===== config.mk =====
export PLATFORM = sky130hd
export DESIGN_NAME = hls_deadlock_multi_monitor
export DESIGN_NICKNAME = d
export VERILOG_FILES = /design/src/rtl/hls_deadlock_multi_monitor.sv
export SDC_FILE = /design/constraint.sdc
export NUM_CORES = 1
export LEC_CHECK = 0
export BUFFER_PORTS_ARGS = -buffer_cell sky130_fd_sc_hd__buf_2
export CAP_MARGIN = 20
export CORE_ASPECT_RATIO = 0.75
export CORE_MARGIN = 5
export CORE_UTILIZATION = 54
export CTS_BUF_LIST = sky130_fd_sc_hd__clkbuf_8
export CTS_CLUSTER_SIZE = 30
export DETAILED_ROUTE_END_ITERATION = 10
export PLACE_DENSITY = 0.88
export SYNTH_ARGS = -nofsm -noshare
export SYNTH_HDL_FRONTEND = slang
export SYNTH_SLANG_ARGS = --single-unit

===== constraint.sdc =====
create_clock -name clock -period 2.72 [get_ports clock]
set_input_delay 0.544 -clock clock [delete_from_list [all_inputs] [get_ports clock]]
set_output_delay 0.544 -clock clock [all_outputs]
set_load 0.01 [all_outputs]

===== src/rtl/hls_deadlock_multi_monitor.sv =====
// hls_deadlock_multi_monitor: qualified deadlock detector for HLS dataflow regions with sticky debug capture
//   clock, reset_n        : rising-edge clock, asynchronous active-low reset
//   enable, clear         : monitor enable; synchronous clear of sticky/snapshot/counter
//   axis_block_sigs       : per-stream blocked flags
//   inst_idle_sigs/_block : per-instance idle and blocked flags
//   block                 : stall persisted HOLD_CYCLES edges
//   block_sticky          : set on first block rise, held until clear
//   first_src             : {inst_block_sigs, axis_block_sigs} captured at the first rise
//   episode_count         : saturating count of block rises
module hls_deadlock_multi_monitor #(
  parameter int N_AXIS = 4,
  parameter int N_INST = 4,
  parameter int HOLD_CYCLES = 16,
  parameter int CNT_W = 16
) (
  input  logic                     clock,
  input  logic                     reset_n,
  input  logic                     enable,
  input  logic                     clear,
  input  logic [N_AXIS-1:0]        axis_block_sigs,
  input  logic [N_INST-1:0]        inst_idle_sigs,
  input  logic [N_INST-1:0]        inst_block_sigs,
  output logic                     block,
  output logic                     block_sticky,
  output logic [N_INST+N_AXIS-1:0] first_src,
  output logic [CNT_W-1:0]         episode_count
);
  localparam int PW = $clog2(HOLD_CYCLES + 1);
  logic [PW-1:0] pcnt;
  logic raw, block_nxt, rise;
  // an instance stall needs every process idle or blocked with at least one blocked; all-idle is a clean finish
  always_comb begin
    raw = enable & ((|axis_block_sigs) | ((&(inst_idle_sigs | inst_block_sigs)) & (|inst_block_sigs)));
    block_nxt = raw & (pcnt >= PW'(HOLD_CYCLES - 1));
    rise = block_nxt & ~block;
  end
  always_ff @(posedge clock or negedge reset_n) begin
    if (!reset_n) begin
      pcnt <= '0;
      block <= 1'b0;
      block_sticky <= 1'b0;
      first_src <= '0;
      episode_count <= '0;
    end else begin
      pcnt <= !raw ? '0 : (pcnt == PW'(HOLD_CYCLES)) ? pcnt : pcnt + 1'b1;
      block <= block_nxt;
      // clear wins over a coincident rise for the debug registers only
      if (clear) begin
        block_sticky <= 1'b0;
        first_src <= '0;
        episode_count <= '0;
      end else if (rise) begin
        block_sticky <= 1'b1;
        if (!block_sticky) first_src <= {inst_block_sigs, axis_block_sigs};
        if (episode_count != '1) episode_count <= episode_count + 1'b1;
      end
    end
  end
endmodule

# == Word level (Yosys, flattened, before mapping) ==
# Cells that the tools add are included.
# classes
addsub,2
magnitude_cmp,1
eq_ne,4
mux,10
bitwise_logic,7
n_reduce_logical,7
# ops
cell,count
16-bit 2-to-1 mux,3
8-bit 2-to-1 mux,3
"16-bit by 1-bit adder with 16-bit output, second input constant",1
"16-bit inequality test, second input constant",1
5-bit 2-to-1 mux,2
4-bit OR reduction,2
"5-bit by 1-bit adder with 5-bit output, second input constant",1
"5-bit == test, second input constant",1
"5-bit by 4-bit greater-or-equal comparator with 1-bit output, second input constant",1
1-bit bitwise AND,4
"2-bit inequality test, second input constant",2
4-bit OR,1
2-bit AND reduction,2
4-bit AND reduction,1
2-bit nonzero test,2
1-bit 2-to-1 mux,2
1-bit inverter,1
1-bit OR,1
# word_totals
ff_bits,31
inputBits,16

# == Logic depth before layout (Yosys ltp) ==
# Gate-level depths: netlist of the first run.
# logic_depth
ltp_word,9
mapped_depth,10
mapped_depth_nobuf,8

# == Worst setup path after synthesis of the first run ==
# No wires, ideal clock.
# synth_timing
kind,reg-to-reg
from,reg pcnt[1]
to,reg episode_count[5]
setup_time_ns,0.125
t_arrival_ns,1.930
setup_slack_ns,0.666
stages_incl_launch_ff,10
path_buffers,1
path_cell_list,dfrtp_1 > ha_1 > and3_1 > ha_1 > nor2_1 > a21oi_2 > o211ai_2 > buf_6 > nor4_1 > mux2_2
# synth_via
elab_chain_len,5
# synth_rtl
element,line_no,text
"start, declared",29,logic [PW-1:0] pcnt;
"start signal, assigned",45,pcnt <= !raw ? '0 : (pcnt == PW'(HOLD_CYCLES)) ? pcnt : pcnt + 1'b1;
5-bit by 4-bit greater-or-equal comparator with 1-bit output,34,block_nxt = raw & (pcnt >= PW'(HOLD_CYCLES - 1));
1-bit bitwise AND,34,
1-bit bitwise AND,35,rise = block_nxt & ~block;
2-bit nonzero test (no line),-,
2-bit AND reduction (no line),-,
"end signal, assigned",55,if (episode_count != '1) episode_count <= episode_count + 1'b1;
"end, declared",26,output logic [CNT_W-1:0] episode_count
# No other way between the ends.
# A chain may end at the register's enable or synchronous reset.

# == Final worst setup path of the first run ==
# layout_timing
from,reg pcnt[1]
to,reg episode_count[12]
# The elaborated chain is that of the path after synthesis.

==> results.cfg, run 1 <==
[timing]
timing.fmax_mhz = 398
fin_ws_ns = 0.210
hold_violations = 0
fin_worst_skew_ns = 0.00694
maxSlewHeadroom_pct = 42.6
tns_ns = 0
finalSetupViolations = 0
fin_crit_sh_pct = 92.3
rsz0062_at_grt = no
worstMarginPinSlew_ns = 0.849
min_period_ns = 2.51
drv_slew = 0
whs_ns = 0.289

[routing]
met1Wirelength_um = 1680
top_layer_used = met4
vias_per_cell = 5.89
wl_met3_um = 295
post-route-drc-count = 0
route.met2.wl_um = 1610
firstDrtPassIters = 4
first_iter_violations = 156
via_count = 1443
wl_um = 3670
wl_per_cell_um = 15.0
ant_nets = 0

[power]
p_comb_share_pct = 6.0
power.leakage_nw = 0.945
sw_frac_of_total_pct = 24.0
p_clk_share_pct = 39.8
power_density_nw_per_um2 = 446
switchingPower_mw = 0.209
ir_drop_uv = 323
internal-power_mw = 0.659
pwr-share-seq_pct = 54.2
power_mw = 0.868

[synthesis]
avgSynthCellArea_um2 = 10.0
ys_warn_count = 0
netlist_area_um2 = 1630
seq_area_frac_synth_pct = 47.5
syn_nets = 183
ys_ff_latch = 31
synthCells = 163
ys_types = 35

[outcome]
status = finished, final reports clean

[cts]
path_clk_slew_ns = 0.07
cts_resized = 0
worst_skew_pair.late_latency_ns = 0.29
htree_levels = 2
cts.sinks = 31
ctsHoldBuffers = 0
cts_buffers = 5
root_buffer = clkbuf_8
cts_setup_buffers = 0
clk_path_buf_depth = 2
cts_tree = built

[placed_design]
place_congestion = 0.788
placed_cells = 237
place_ws_ns = 0.252
portBuffers = 41
dp_hpwl_um = 2690
post_dp_cell_area_um2 = 1860

[finish]
stdcell_area_um2 = 1950
fillCellCount = 233
final_cell_mix = 41 x buf_2, 31 x dfrtp_1, 19 x nor2_1, 15 x a21oi_1
nets = 226
mostFrequentLayoutCell = buf_2
antenna_cells = 0
stdcell_count = 245
final_core_util_pct = 66.8
areaGrowthSynthToFinish_pct = 19.2
drive_gt1_share_pct = 28.5

[floorplanning]
dieArea_um2 = 4230
ioPinCount = 42
core_um2 = 2910
dieHeight_um = 57.6
fp.dieW_um = 73.5
initial_core_util_pct = 56.0
rows = 17

[global_route]
grt_pass1_wl_um = 6330
antenna_found_initial = 0
grt_max_degree = 32
gr-total-overflow = 0
track_usage_pct = 19.2
first_global_vias = 1355

[critical_path]
critPathMaxStageDelay_ns = 0.50
crit_path_cell_trace = ha_1 > and3_1 > ha_1 > nor2_1 > a21oi_2 > o211ai_2 > buf_4 > or4_1 > a21oi_1
critPathLaunchType = flip-flop
worstSetupEndpointType = flip-flop
cp_max_fo = 16
cpMostUsedCell = ha_1
crit_arrival_ns = 2.71
crit_type = reg -> reg
slowest_stage = or4_1
crit_required_ns = 2.92

[min_path]
hold_path_class = in -> async

[flow_run]
max_cap_violations = 0
-- final timing paths --
kind | startpoint | end | slack [ns] | cells after the start
worst max-delay path | pcnt[1] | episode_count[12] | 0.21 | 9
worst min-delay path | reset_n | episode_count[12] | 0.29 | 1
worst max register to register | pcnt[1] | episode_count[12] | 0.21 | 9
worst min register to register | first_src[7] | first_src[7] | 0.53 | 2
max in group asynchronous | reset_n | pcnt[2] | 2.00 | 1
min in group clock | axis_block_sigs[0] | first_src[0] | 0.52 | 3
-- flip-flops by register name, indices dropped and copies added, names as in the netlist --
signal	cells
block	1
block_sticky	1
episode_count	16
first_src	8
pcnt	5
-- Yosys cell counts (all sizes together) --
cell,instances,share of area [%]
ha,4,3.1
or3b,1,0.54
mux2i,9,5.5
nor2b,3,1.1
o221a,1,0.69
inv,8,1.8
o31ai,8,3.7
o21ai,5,1.5
or4,9,4.4
o2111ai,1,0.92
nand4,5,1.9
nor2,19,4.4
mux2,3,2.1
xor2,1,0.54
or3,3,1.1
o211ai,1,0.77
xnor2,2,1.1
dfrtp,31,48
a21oi,16,5.1
nor3,3,0.92
o22ai,1,0.38
nor4,3,2.1
and3,1,0.38
nor4b,1,0.54
clkbuf,2,0.46
buf,4,1.5
and4,4,2.1
nand2,7,1.6
nand3,7,2.1
-- critical path: cells and delay by family, from the launching register on --
family	cells	cell delay, ns
and+or+nand+nor	3	0.72
buffers and inverters	1	0.29
adders and majority gates	2	0.33
DFF	1	0.41
AOI/OAI and AO/OA	3	0.67
-- cell families after synthesis --
group | after synthesis | synth area share [%]
xor+xnor | 3 | 1.61
compound gates | 33 | 13.1
mux | 12 | 7.59
buf+inv | 14 | 3.83
simple gates | 66 | 23.3
fa+ha+maj | 4 | 3.07
flops | 31 | 47.5
-- power groups by stage --
stage               Combinational, mW  Clock, mW  Sequential, mW
detailed placement             0.0528          0           0.478
finish                         0.0519      0.346           0.470
CTS                            0.0528      0.353           0.470
global route                   0.0591      0.382           0.470
global placement               0.0514          0           0.478
floorplan                      0.0261          0           0.478
-- layout make-up --
type	count	area, µm²	share of cell area [%]
well taps	38	47.5	2.44
flip-flops and latches	31	776	39.9
clock inverters	3	16.3	0.836
inverters	8	30.0	1.54
multi-input cells	118	795	40.8
repair buffers	42	213	10.9
clock buffers	5	68.8	3.54
-- metal layers --
metal  up-vias  GRT usage, %
met4         0          9.56
met2        59          26.5
li1        688             -
met1       686          27.5
met3        10          5.37
met5         -             0
(Power assumes the default switching activity.)
==> run 2, diff against run 1 <==
- ABC_AREA: default -> 1
- CORE_UTILIZATION: 54 -> 56
- PLACE_DENSITY: 0.88 -> 0.89
==> results.cfg, run 2 <==
[synthesis]
async_reset_ff_share_pct = 100
synthFlopType = dfrtp_1
netlist_area_um2 = 1890
synth_top_cell_area_share_pct = 41.1
yosys.cell_count.top_type = nand2_1
ys_types = 27
avgSynthCellArea_um2 = 7.05
synthCells = 268
ys_warn_count = 0
synth_area_leader_cell = dfrtp_1
seq_area_frac_synth_pct = 41.1
synthTopCellsByArea = dfrtp_1 41%, nand2_1 16%, nor2_1 9.7%
syn_nets = 288
synth_commonest_cells = 81 x nand2_1, 49 x nor2_1, 36 x nand3_1, 31 x dfrtp_1, 28 x inv_1
ys_ff_latch = 31
synth-edff-count = 0

[finish]
nets = 330
areaGrowthSynthToFinish_pct = 16.2
reg_top3 = episode_count (16), first_src (8), pcnt (5)
top_register = episode_count
drive_gt1_share_pct = 18.7
antenna_cells = 0
final_cell_mix = 81 x nand2_1, 49 x nor2_1, 41 x buf_2, 36 x nand3_1, 31 x dfrtp_1
mostFrequentLayoutCell = nand2_1
largest_reg_flops = 16

[power]
ir_drop_uv = 353
power_density_nw_per_um2 = 446
power.leakage_nw = 1.18

[critical_path]
critPathMaxStageDelay_ns = 0.42
crit_type = reg -> reg
critical_path.top_delay_family = simple AND/OR/NAND/NOR gates
crit_arrival_ns = 2.28
slowest_stage = dfrtp_1
crit_buf_inv = 1
critPathLaunchType = flip-flop
worstSetupEndpointType = flip-flop
cp_max_fo = 26
crit_path_cell_trace = ha_1 > nand2_1 > nor2_1 > ha_1 > inv_1 > nand3_1 > nand4_2 > nand2_4 > nand2_1 > nand2_1 > nand2_1
crit_required_ns = 2.89
cpMostUsedCell = nand2_1

[timing]
tns_ns = 0
worstMarginPinSlew_ns = 0.685
maxSlewHeadroom_pct = 54.3
fin_worst_skew_ns = 0.00430
fin_ws_ns = 0.614
drv_slew = 0
finalSetupViolations = 0
fin_crit_sh_pct = 77.4
rsz0062_at_grt = no
hold_violations = 0
timing.fmax_mhz = 475
min_period_ns = 2.11
whs_ns = 0.298

[placed_design]
dp_hpwl_um = 3150
portBuffers = 41
place_ws_ns = 0.704
place_congestion = 0.896

[routing]
firstDrtPassIters = 4
ant_nets = 0
wl_per_cell_um = 12.3
via_count = 1749
post-route-drc-count = 0
wl_um = 4310
first_iter_violations = 146
vias_per_cell = 5.00

[floorplanning]
dieHeight_um = 60.3
fp.dieW_um = 77.1
dieArea_um2 = 4650
initial_core_util_pct = 57.9
rows = 18
core_um2 = 3270
ioPinCount = 42

[global_route]
grt_pass1_wl_um = 7130
grt_max_degree = 32
gr-total-overflow = 0
antenna_found_initial = 0
first_global_vias = 1647
track_usage_pct = 19.8

[cts]
worst_skew_pair.late_latency_ns = 0.28
root_buffer = clkbuf_8
cts.sinks = 31
cts_resized = 0
cts_setup_buffers = 0
cts_buffers = 5
cts_tree = built
path_clk_slew_ns = 0.06
ctsHoldBuffers = 0
clk_path_buf_depth = 2
htree_levels = 2

[flow_run]
max_cap_violations = 0

[outcome]
status = finished, final reports clean

[min_path]
hold_path_class = in -> async
## run 2: changes by cell type after synthesis, sizes merged, moves of 3 or more
cell,delta
xor2,+4
or4,-9
o31ai,-8
nor4,-3
or3,-3
nand2,+77
mux2,-3
nand3,+29
a21oi,-14
mux2i,-9
nor2,+33
and4,-4
inv,+20
nor2b,-3
## run 2: final cells by class
type	instances	area [µm²]
Clock buffer	6	82.6
Tap cell	40	50.0
Sequential cell	31	776
Inverter	29	109
Multi-Input combinational cell	201	961
Clock inverter	1	5.00
Fill cell	279	1070
Timing Repair Buffer	42	213
## run 2: worst reg2reg max path: stages (launching register included)
cell	delay, ns
dfrtp_1	0.42
ha_1	0.20
nand2_1	0.07
nor2_1	0.12
ha_1	0.17
inv_1	0.06
nand3_1	0.09
nand4_2	0.15
nand2_4	0.27
nand2_1	0.26
nand2_1	0.12
nand2_1	0.06
## run 2: cells by family after synthesis
family	share of synthesized area [%]
buffers and inverters	8.08
DFF	41.1
xor gates and xnor gates	3.25
adders and majority gates	2.65
AOI/OAI and AO/OA	1.92
and+or+nand+nor	43.0
## run 2: worst paths after layout
check	slack, ns	from	to	depth (start not counted)
setup / recovery	0.61	pcnt[0]	first_src[7]	11
hold / removal	0.30	reset_n	first_src[2]	1
setup reg to reg	0.61	pcnt[0]	first_src[7]	11
hold reg to reg	0.48	first_src[3]	first_src[3]	2
max in group asynchronous	1.98	reset_n	episode_count[15]	1
min in group clock	0.48	first_src[3]	first_src[3]	2
## run 2: power by group
group          switching [mW]  internal, mW  total [mW]
Sequential             0.0192         0.481       0.501
Clock                   0.166         0.198       0.364
Combinational          0.0724        0.0425       0.115
Total                   0.258         0.722       0.980
## run 2: routing by layer
metal  share of wire [%]  GRT usage [%]  up-vias
met3                 7.7           6.48        7
met5                   0              0        -
li1                    -              -      917
met4                 1.3           6.86        0
met1                  47           25.3      764
met2                  44           32.3       61
## run 2: per-stage QoR
| stage | cells | utilization [%] | power (mW) | cell area (µm²) |
|---|---|---|---|---|
| floorplan | 268 | - | 0.575 | 1890 |
| global placement | 343 | 64.6 | 0.621 | 2110 |
| detailed placement | 343 | 64.6 | 0.624 | 2110 |
| CTS | 350 | 67.2 | 0.988 | 2200 |
| global route | 350 | 67.2 | 1.03 | 2200 |
| finish | 350 | 67.2 | 0.980 | 2200 |
==> run 3, diff against run 2 <==
- clock period: 2.72 -> 2.1 ns (I/O delays scaled with it)
==> results.cfg, run 3 (same netlist as run 2, synthesis figures left out) <==
[global_route]
grt_pass1_wl_um = 7680
grt_max_degree = 32
gr-total-overflow = 0
first_global_vias = 1718
track_usage_pct = 20.8
antenna_found_initial = 0

[routing]
top_layer_used = met4
first_iter_violations = 154
vias_per_cell = 5.24
ant_nets = 0
post-route-drc-count = 0
wl_met3_um = 335
firstDrtPassIters = 5
wl_um = 4430
via_count = 1844
met1Wirelength_um = 2120
wl_per_cell_um = 12.6
route.met2.wl_um = 1890

[finish]
reg_top3 = episode_count (16), first_src (8), pcnt (5)
areaGrowthSynthToFinish_pct = 16.4
nets = 331
antenna_cells = 0
top_register = episode_count
largest_reg_flops = 16
drive_gt1_share_pct = 18.9
mostFrequentLayoutCell = nand2_1
stdcell_area_um2 = 2200
final_cell_mix = 80 x nand2_1, 49 x nor2_1, 41 x buf_2, 36 x nand3_1, 31 x dfrtp_1

[min_path]
hold_path_class = in -> async

[timing]
timing.fmax_mhz = 517
fin_ws_ns = 0.166
worstMarginPinSlew_ns = 0.692
min_period_ns = 1.93
maxSlewHeadroom_pct = 53.9
rsz0062_at_grt = yes
drv_slew = 0
hold_violations = 0
fin_crit_sh_pct = 92.1
finalSetupViolations = 0
fin_worst_skew_ns = 0.00444

[critical_path]
critPathMaxStageDelay_ns = 0.43
critical_path.top_delay_family = simple AND/OR/NAND/NOR gates
cp_max_fo = 15
slowest_stage = dfrtp_1
crit_arrival_ns = 2.16
crit_buf_inv = 2
crit_type = reg -> reg
critPathLaunchType = flip-flop
worstSetupEndpointType = flip-flop
crit_path_cell_trace = ha_1 > nand2_1 > nor2_1 > ha_1 > inv_1 > nand3_1 > nand4_2 > nand2_4 > buf_4 > nand3_1 > nand2_1
crit_required_ns = 2.33

[power]
ir_drop_uv = 431
p_comb_share_pct = 12.2
switchingPower_mw = 0.350
sw_frac_of_total_pct = 27.9
p_clk_share_pct = 36.0
internal-power_mw = 0.902
power_density_nw_per_um2 = 569
power.leakage_nw = 1.19
pwr-share-seq_pct = 51.9

[placed_design]
dp_hpwl_um = 3190
post_dp_cell_area_um2 = 2120
place_ws_ns = 0.209
place_congestion = 0.921
portBuffers = 41

[floorplanning]
fp.dieW_um = 77.1
dieArea_um2 = 4650
ioPinCount = 42
rows = 18
core_um2 = 3270
initial_core_util_pct = 57.9
dieHeight_um = 60.3

[cts]
cts_buffers = 5
ctsHoldBuffers = 0
cts_setup_buffers = 0
cts.sinks = 31
worst_skew_pair.late_latency_ns = 0.29
htree_levels = 2
cts_resized = 0
clk_path_buf_depth = 2
path_clk_slew_ns = 0.07
root_buffer = clkbuf_8
cts_tree = built

[outcome]
status = finished, final reports clean

[flow_run]
max_cap_violations = 0
[run 3: layer usage]
layer / track usage (%) / up-vias
met5: 0 / -
met4: 10.3 / 0
met3: 5.42 / 10
met2: 32.5 / 77
met1: 27.3 / 836
li1: - / 921
[run 3: stage by stage]
step | total power, mW | utilization (%) | hold slack, ns | setup TNS [ns] | std cells
final | 1.25 | 67.4 | 0.172 | 0 | 352
after global routing | 1.31 | 67.4 | 0.229 | -0.00351 | 352
after CTS | 1.26 | 67.3 | 0.191 | 0 | 352
after detailed placement | 0.812 | 64.8 | 0.463 | 0 | 344
after global placement | 0.807 | 64.8 | 0.460 | 0 | 344
after floorplan | 0.744 | - | 0.124 | 0 | 268
[run 3: area by class of cell]
class | count | area (µm²)
timing repair buffer | 43 | 220
multi-input combinational | 201 | 963
clock inverter | 3 | 12.5
tap | 40 | 50.0
inverter | 29 | 109
sequential | 31 | 776
clock buffer | 5 | 68.8
fill | 286 | 1070
[run 3: power by group through the flow]
stage / sequential (mW) / clock [mW] / combinational [mW]
2_1_floorplan: 0.665 / 0 / 0.0795
3_3_place_gp: 0.658 / 0 / 0.148
3_5_place_dp: 0.659 / 0 / 0.152
4_1_cts: 0.649 / 0.459 / 0.154
5_1_grt: 0.653 / 0.484 / 0.174
6_report: 0.649 / 0.450 / 0.152
[run 3: worst reg2reg max path: stages (launching register included)]
cell and delay, ns:
dfrtp_1 0.43, ha_1 0.21, nand2_1 0.08, nor2_1 0.11, ha_1 0.17, inv_1 0.05, nand3_1 0.09, nand4_2 0.15
nand2_4 0.19, buf_4 0.22, nand3_1 0.10, nand2_1 0.08
[run 3: worst paths after layout]
| path | start | to | slack [ns] | depth (start not counted) |
|---|---|---|---|---|
| min in group clock | axis_block_sigs[3] | first_src[3] | 0.47 | 5 |
| min | reset_n | first_src[5] | 0.17 | 1 |
| max | pcnt[0] | episode_count[10] | 0.17 | 11 |
| max reg2reg | pcnt[0] | episode_count[10] | 0.17 | 11 |
| max in group asynchronous | reset_n | episode_count[10] | 1.49 | 1 |
| min reg2reg | first_src[6] | first_src[6] | 0.47 | 2 |
